## src/rtl/pipelined_controller.sv

```systemverilog
// pipelined_controller
//   Registered decode/control stage sitting between the F/D and X pipeline
//   registers. Decodes the F/D instruction into a 13-bit control word held in
//   the D/X register, raises the F/D stall for load-use hazards and while a
//   multiply/divide is outstanding, inserts bubbles, and drives the multdiv
//   start/ready handshake with an optional timeout.
//
//   Ports
//     clock       in   rising-edge clock
//     reset       in   asynchronous, active-high; clears all state
//     in_valid    in   F/D holds a valid instruction
//     in_insn     in   F/D instruction word
//     flush       in   taken branch/jump in X; kill the F/D instruction
//     md_ready    in   multdiv result valid (only looked at in MD_WAIT)
//     stall_fd    out  hold PC and F/D (combinational)
//     x_valid     out  D/X holds a real instruction
//     x_ctrl      out  D/X control word
//     x_rd        out  D/X destination register
//     md_start    out  one-cycle launch pulse to multdiv
//     md_timeout  out  one-cycle pulse: multdiv wait abandoned
//     illegal     out  D/X holds an undefined opcode
//
//   x_ctrl layout: [0]DMwe [1]Rwe [2]Rwd [3]ReadRd [4]ALUinB [5]j [6]bne
//                  [7]jal [8]jr [9]blt [10]bex [11]setx [12]is_md
//
//   state   | meaning
//   --------+-----------------------------------------------------------
//   RUN     | normal flow: decode F/D into D/X every cycle
//   MD_WAIT | mul/div sits in X; D/X held until md_ready or timeout
module pipelined_controller #(
  parameter int INSN_W     = 32,
  parameter int REG_W      = 5,
  parameter int MD_TIMEOUT = 64
) (
  input  logic              clock,
  input  logic              reset,
  input  logic              in_valid,
  input  logic [INSN_W-1:0] in_insn,
  input  logic              flush,
  input  logic              md_ready,
  output logic              stall_fd,
  output logic              x_valid,
  output logic [12:0]       x_ctrl,
  output logic [REG_W-1:0]  x_rd,
  output logic              md_start,
  output logic              md_timeout,
  output logic              illegal
);

  localparam logic [4:0] OP_R    = 5'b00000;
  localparam logic [4:0] OP_J    = 5'b00001;
  localparam logic [4:0] OP_BNE  = 5'b00010;
  localparam logic [4:0] OP_JAL  = 5'b00011;
  localparam logic [4:0] OP_JR   = 5'b00100;
  localparam logic [4:0] OP_ADDI = 5'b00101;
  localparam logic [4:0] OP_BLT  = 5'b00110;
  localparam logic [4:0] OP_SW   = 5'b00111;
  localparam logic [4:0] OP_LW   = 5'b01000;
  localparam logic [4:0] OP_SETX = 5'b10101;
  localparam logic [4:0] OP_BEX  = 5'b10110;

  localparam logic [4:0] ALU_MUL = 5'b00110;
  localparam logic [4:0] ALU_DIV = 5'b00111;

  // The counter only has to hold 0 .. MD_TIMEOUT-1.
  localparam int CNT_W = (MD_TIMEOUT > 1) ? $clog2(MD_TIMEOUT) : 1;
  localparam logic [CNT_W-1:0] CNT_LAST = CNT_W'((MD_TIMEOUT > 0) ? MD_TIMEOUT - 1 : 0);

  typedef enum logic {
    S_RUN,
    S_MD_WAIT
  } state_t;

  state_t           state;
  logic [CNT_W-1:0] md_cnt;

  logic [4:0]       op;
  logic [4:0]       aluop;
  logic [REG_W-1:0] dec_rd;
  logic [REG_W-1:0] dec_rs;
  logic [REG_W-1:0] dec_rt;
  logic [12:0]      dec_ctrl;
  logic             known;
  logic             is_r;
  logic             load_use;
  logic             timeout_hit;
  logic             load_x;
  logic             unused_insn;

  assign op     = in_insn[31:27];
  assign dec_rd = in_insn[26:22];
  assign dec_rs = in_insn[21:17];
  assign dec_rt = in_insn[16:12];
  assign aluop  = in_insn[6:2];

  // shamt and the two low bits play no part in control decode
  assign unused_insn = ^{in_insn[11:7], in_insn[1:0]};

  always_comb begin
    dec_ctrl = '0;
    known    = 1'b1;
    is_r     = 1'b0;
    case (op)
      OP_R: begin
        is_r         = 1'b1;
        dec_ctrl[1]  = 1'b1;
        dec_ctrl[12] = (aluop == ALU_MUL) || (aluop == ALU_DIV);
      end
      OP_J:    dec_ctrl[5] = 1'b1;
      OP_BNE:  begin dec_ctrl[3] = 1'b1; dec_ctrl[6] = 1'b1; end
      OP_JAL:  begin dec_ctrl[1] = 1'b1; dec_ctrl[7] = 1'b1; end
      OP_JR:   begin dec_ctrl[3] = 1'b1; dec_ctrl[8] = 1'b1; end
      OP_ADDI: begin dec_ctrl[1] = 1'b1; dec_ctrl[4] = 1'b1; end
      OP_BLT:  begin dec_ctrl[3] = 1'b1; dec_ctrl[9] = 1'b1; end
      OP_SW:   begin dec_ctrl[0] = 1'b1; dec_ctrl[3] = 1'b1; dec_ctrl[4] = 1'b1; end
      OP_LW:   begin dec_ctrl[1] = 1'b1; dec_ctrl[2] = 1'b1; dec_ctrl[4] = 1'b1; end
      OP_SETX: begin dec_ctrl[1] = 1'b1; dec_ctrl[11] = 1'b1; end
      OP_BEX:  dec_ctrl[10] = 1'b1;
      default: known = 1'b0;
    endcase
  end

  // A load in X whose destination is read by the F/D instruction. The rt
  // field only names a source for R-type; rd is a source for the ReadRd
  // class. Undefined opcodes never raise a hazard.
  assign load_use = x_valid && x_ctrl[2] && (x_rd != '0) && in_valid && known &&
                    ((x_rd == dec_rs) ||
                     (is_r && (x_rd == dec_rt)) ||
                     (dec_ctrl[3] && (x_rd == dec_rd)));

  // Timeout fires in the MD_TIMEOUT-th wait cycle without md_ready; a ready
  // arriving in that same cycle takes precedence.
  assign timeout_hit = (MD_TIMEOUT > 0) && (state == S_MD_WAIT) && !md_ready &&
                       (md_cnt == CNT_LAST);
  assign md_timeout  = timeout_hit;

  always_comb begin
    load_x   = 1'b0;
    stall_fd = 1'b0;
    if (state == S_RUN) begin
      load_x   = !flush && !load_use;
      stall_fd = !flush && load_use;
    end else begin
      // flush is deliberately ignored while the mul/div owns X
      load_x   = md_ready || timeout_hit;
      stall_fd = !load_x;
    end
  end

  always_ff @(posedge clock or posedge reset) begin
    if (reset) begin
      state    <= S_RUN;
      md_cnt   <= '0;
      x_valid  <= 1'b0;
      x_ctrl   <= '0;
      x_rd     <= '0;
      illegal  <= 1'b0;
      md_start <= 1'b0;
    end else begin
      md_start <= 1'b0;
      if (load_x) begin
        x_valid <= in_valid;
        x_ctrl  <= in_valid ? dec_ctrl : '0;
        x_rd    <= in_valid ? dec_rd : '0;
        illegal <= in_valid && !known;
        md_cnt  <= '0;
        if (in_valid && dec_ctrl[12]) begin
          state    <= S_MD_WAIT;
          md_start <= 1'b1;
        end else begin
          state <= S_RUN;
        end
      end else if (state == S_RUN) begin
        x_valid <= 1'b0;
        x_ctrl  <= '0;
        x_rd    <= '0;
        illegal <= 1'b0;
        md_cnt  <= '0;
      end else if (MD_TIMEOUT > 0) begin
        md_cnt <= md_cnt + CNT_W'(1);
      end
    end
  end

endmodule
```

## config.mk

```make
export PLATFORM = sky130hd
export DESIGN_NAME = pipelined_controller
export DESIGN_NICKNAME = d
export VERILOG_FILES = /design/src/rtl/pipelined_controller.sv
export SDC_FILE = /design/constraint.sdc
export NUM_CORES = 1
export LEC_CHECK = 0
export ABC_AREA = 1
export BUFFER_PORTS_ARGS = -buffer_cell sky130_fd_sc_hd__clkbuf_2
export CORE_ASPECT_RATIO = 1.4
export CORE_UTILIZATION = 54
export CTS_CLUSTER_SIZE = 30
export DETAILED_ROUTE_END_ITERATION = 8
export GPL_TIMING_DRIVEN = 0
export PLACE_DENSITY = 0.85
export REMOVE_ABC_BUFFERS = 1
export SLEW_MARGIN = 20
export SYNTH_ARGS = -nofsm -noshare
export SYNTH_HDL_FRONTEND = slang
export SYNTH_SLANG_ARGS = --single-unit
```

## constraint.sdc

```tcl
create_clock -name clock -period 2.9 [get_ports clock]
set_input_delay 0.58 -clock clock [delete_from_list [all_inputs] [get_ports clock]]
set_output_delay 0.58 -clock clock [all_outputs]
set_load 0.005 [all_outputs]
```

==> results.txt <==
----------------------------------------------------
[Yosys]
  Post-synthesis register bit count ... 28
  Part of the Yosys area used for sequential elements ... between 30% and 40%
  Mapped Cells ... ~260
  Share of flip-flops with an asynchronous set or reset ... 100%
  Warnings, synthesis ... 0
  EDFF count, synth ... 0
  Syn Std Cell Area ... roughly 0.0018 mm2
  Commonest cells in the netlist ... nand2_1 (96), inv_1 (40), dfrtp_1 (28)
  Cells taking the most area after synthesis ... dfrtp_1 (39%), nand2_1 (20%), inv_1 (8.4%), nor2_1 (4.4%), nand2_2 (4.2%)
  Most area-hungry cell type in the Yosys netlist ... dfrtp_1
  Mean cell area of the mapped netlist ... a little under 7 um2
  Cell with the most instances after synthesis ... nand2_1
  Top FF cell, synth ... dfrtp_1
  Fraction of post-synthesis cell area in the top cell type by area ... just under 40%
  Yosys cell types ... 32

[Drt]
  Antenna viol nets, final ... 0
  Number of search-and-repair iterations in the first detailed-routing pass ... 5
  Via count ... approximately 1700
  DRC ... 0
  Drt via density ... a little under 5
  Wire per inst ... between 10 and 15 um
  DRC marker count from the first detailed-route iteration ... 65
  Wirelength, routed ... between 4000 and 5000 um

[Pwr]
  Worst-case vdd ir drop ... between 0.0002 and 0.0003 V
  Total design power ... about 0.00082 W
  Part of the total power dissipated in the clock network ... roughly 37%
  Power density cells ... 385 mW/mm2
  Lkg Pwr ... about 1.3 nW
  Switching power ... 0.000197 W
  Part of the power in registers ... around half
  Net switching fraction of the power ... 24.0%
  Share of power burned in combinational logic ... 13.6%
  Pint ... slightly above 0.0006 W

[Run status]
  Run status ... finished clean

[Setup path]
  Nature of the critical path endpoint ... output pin
  Worst endpoint data arrival time ... approximately 2000 ps
  Worst Reg2Reg Path Length in Cells ... 11
  Highest fanout seen on the critical path ... 7
  Kind of start point of the critical path ... flop
  Worst setup path endpoint ... stall_fd
  Category of the most critical setup path ... flop to output pin
  Capture point of the worst reg-to-reg path ... x_ctrl[12]
  Worst setup path startpoint ... md_cnt[0]
  Register-to-register path setup slack ... 890 ps
  Reg2reg start ... md_cnt[0]
  Worst EP required ... between 2000 and 2500 ps

[Cells and area]
  Syn-to-layout area delta ... 18.9%
  Number of nets in the layout ... about 350
  Filler Cell Count ... a little under 300
  Antenna diodes ... 0
  Layout cell share with drive strength beyond 1 ... between 20% and 30%
  Area taken by flip-flops and latches ... approximately 700 um2
  Total area of multi-input combinational cells ... 868 um2

[Clock network]
  Post-cts hold buffer count ... 0
  Number of buffers on the longest clock path ... 2
  H-tree levels ... 1
  Cell at the root of the clock tree ... clkbuf_8
  Clock transition time at the flip-flop clock pins of the worst setup and hold paths ... approximately 100 ps
  CTS Buf Count ... 3
  Total clock sinks ... 28
  Later-pin clock latency in the skew report ... between 200 and 300 ps
  CTS tree ... built

[Timing]
  Worst clock skew ... between 4 and 5 ps
  Max-slew violations ... 0
  Worst relative slew slack ... approximately three fifths
  F_max ... between 300 and 400 MHz
  Setup tns final ... 0 ps
  Clock period minus final worst setup slack ... roughly 2600 ps
  Share of the clock period used by the worst path after layout ... roughly 90%
  Final worst-path setup slack ... 296 ps
  Final hold violation count ... 0
  RSZ-0062 raised after global routing ... false
  Pin slew with the least headroom to its limit ... between 500 and 600 ps
  Final setup violation count ... 0
  Final hold slack ... ~340 ps

[Floorplanning]
  Horizontal extent of the die ... approximately 51 um
  Starting density of the core ... 56.9%
  Number of cell rows ... 24
  Core region area ... 0.00315 mm2
  Number of placed I/O pins ... 60
  DIE HEIGHT ... ~70 um
  Floorplan die area ... 0.00356 mm2

[Placement]
  Port Buffer Count ... 51
  Post-placement setup slack ... roughly 240 ps
  Weighted congestion at the end of routability-driven global placement ... about 0.9
  Post-detailed-placement half-perimeter wirelength ... 2890 um

[Global route]
  Maximum number of pins on one net before global-route repair ... 29
  Initial antenna violation count ... 0
  Vias in the first global route ... about 1600
  First-pass GRT wire length ... 6750 um
  Total Routing Usage GR ... 24.7%
  Overflow left after global routing ... 0

[Hold path]
  Path category of the worst min-delay check ... input pin to asynchronous set/reset pin

[Job]
  Number of maximum-capacitance constraint violations ... 0

----------------------------------------------------
-- cell type report --
class	count	share of cell area, %
repair buffers	53	12.7
flip-flops and latches	28	32.9
clock buffers	3	1.94
multi-input cells	182	40.7
inverters	46	8.10
clock inverters	1	1.41
well taps	39	2.29
-- power groups by stage --
stage	Clock (W)	Sequential (W)	Combinational, W
after floorplan	0	0.000410	0.0000642
after global placement	0	0.000411	0.000107
after detailed placement	0	0.000411	0.000111
after CTS	0.000312	0.000404	0.000112
after global routing	0.000321	0.000405	0.000126
final	0.000304	0.000404	0.000112
-- through the flow --
step | area (um2) | cells | utilization (%)
2_1_floorplan | 1740 | 255 | -
4_1_cts | 2120 | 350 | 67.1
5_1_grt | 2130 | 352 | 67.6
3_5_place_dp | 2040 | 345 | 64.7
3_3_place_gp | 2040 | 345 | 64.7
6_report | 2130 | 352 | 67.6
-- routing by layer --
metal / GRT usage [%] / vias up / routed length [um]
met5: 0 / - / 0
met4: 7.41 / 0 / 43
met3: 2.18 / 6 / 149
met2: 44.4 / 50 / 2170
met1: 30.4 / 796 / 1660
li1: - / 889 / -
-- worst min path at each step --
stage | from | endpoint | slack, ps | cells after the start
final | reset | x_ctrl[5] | 340 | 2
after global routing | reset | x_ctrl[9] | 400 | 2
after CTS | md_cnt[0] | md_cnt[0] | 470 | 1
after detailed placement | md_cnt[0] | md_cnt[0] | 450 | 1
after global placement | md_cnt[0] | md_cnt[0] | 450 | 1
after floorplan | md_cnt[0] | md_cnt[0] | 430 | 1
-- cell families (layout without fill, tap and decap cells) --
family / Yosys count / after routing / share of synthesized area [%]
AO/OA/AOI/OAI: 11 / 11 / 3.56
XOR/XNOR: 5 / 5 / 2.44
adder cells (fa/ha/maj): 1 / 1 / 0.698
buffers and inverters: 53 / 103 / 12.8
flip-flops: 28 / 28 / 39.1
AND/OR/NAND/NOR: 164 / 165 / 41.4
-- critical path, stage by stage, from the launching register on --
cell,delay (ps)
dfrtp_1,410
ha_1,210
nand2_1,100
nor2_2,40
inv_2,70
nor2_4,30
nand2_1,70
nor3_2,40
or2_2,350
nor2_4,130
inv_2,90
o31ai_1,70
clkbuf_2,150
-- sequential cells by signal, indices dropped and copies added, names as in the netlist --
name	count
x_rd	5
md_cnt	6
x_ctrl	13
state	1
md_start	1
x_valid	1
illegal	1
-- layout by cell type (no fill, tap or decap), drive strengths merged, types with 3 or more instances in the layout --
master	netlist	final
nand4	5	5
nor2	27	28
nand2	109	109
dfrtp	28	28
inv	45	45
nand3	12	12
xnor2	4	4
clkbuf	2	54
nor3	9	9
o21ai	4	4
a21oi	3	3
-- timing repair --
item / 4_1_cts / 5_1_grt
gates resized for setup: 0 / 0
endpoints found under the hold margin: 0 / 0
endpoints found under the setup margin: 1 / 1
pin swaps: 1 / 1
setup buffers: 0 / 2
gates cloned: 1 / 0
Note: power is estimated with default switching activity, not from simulation.
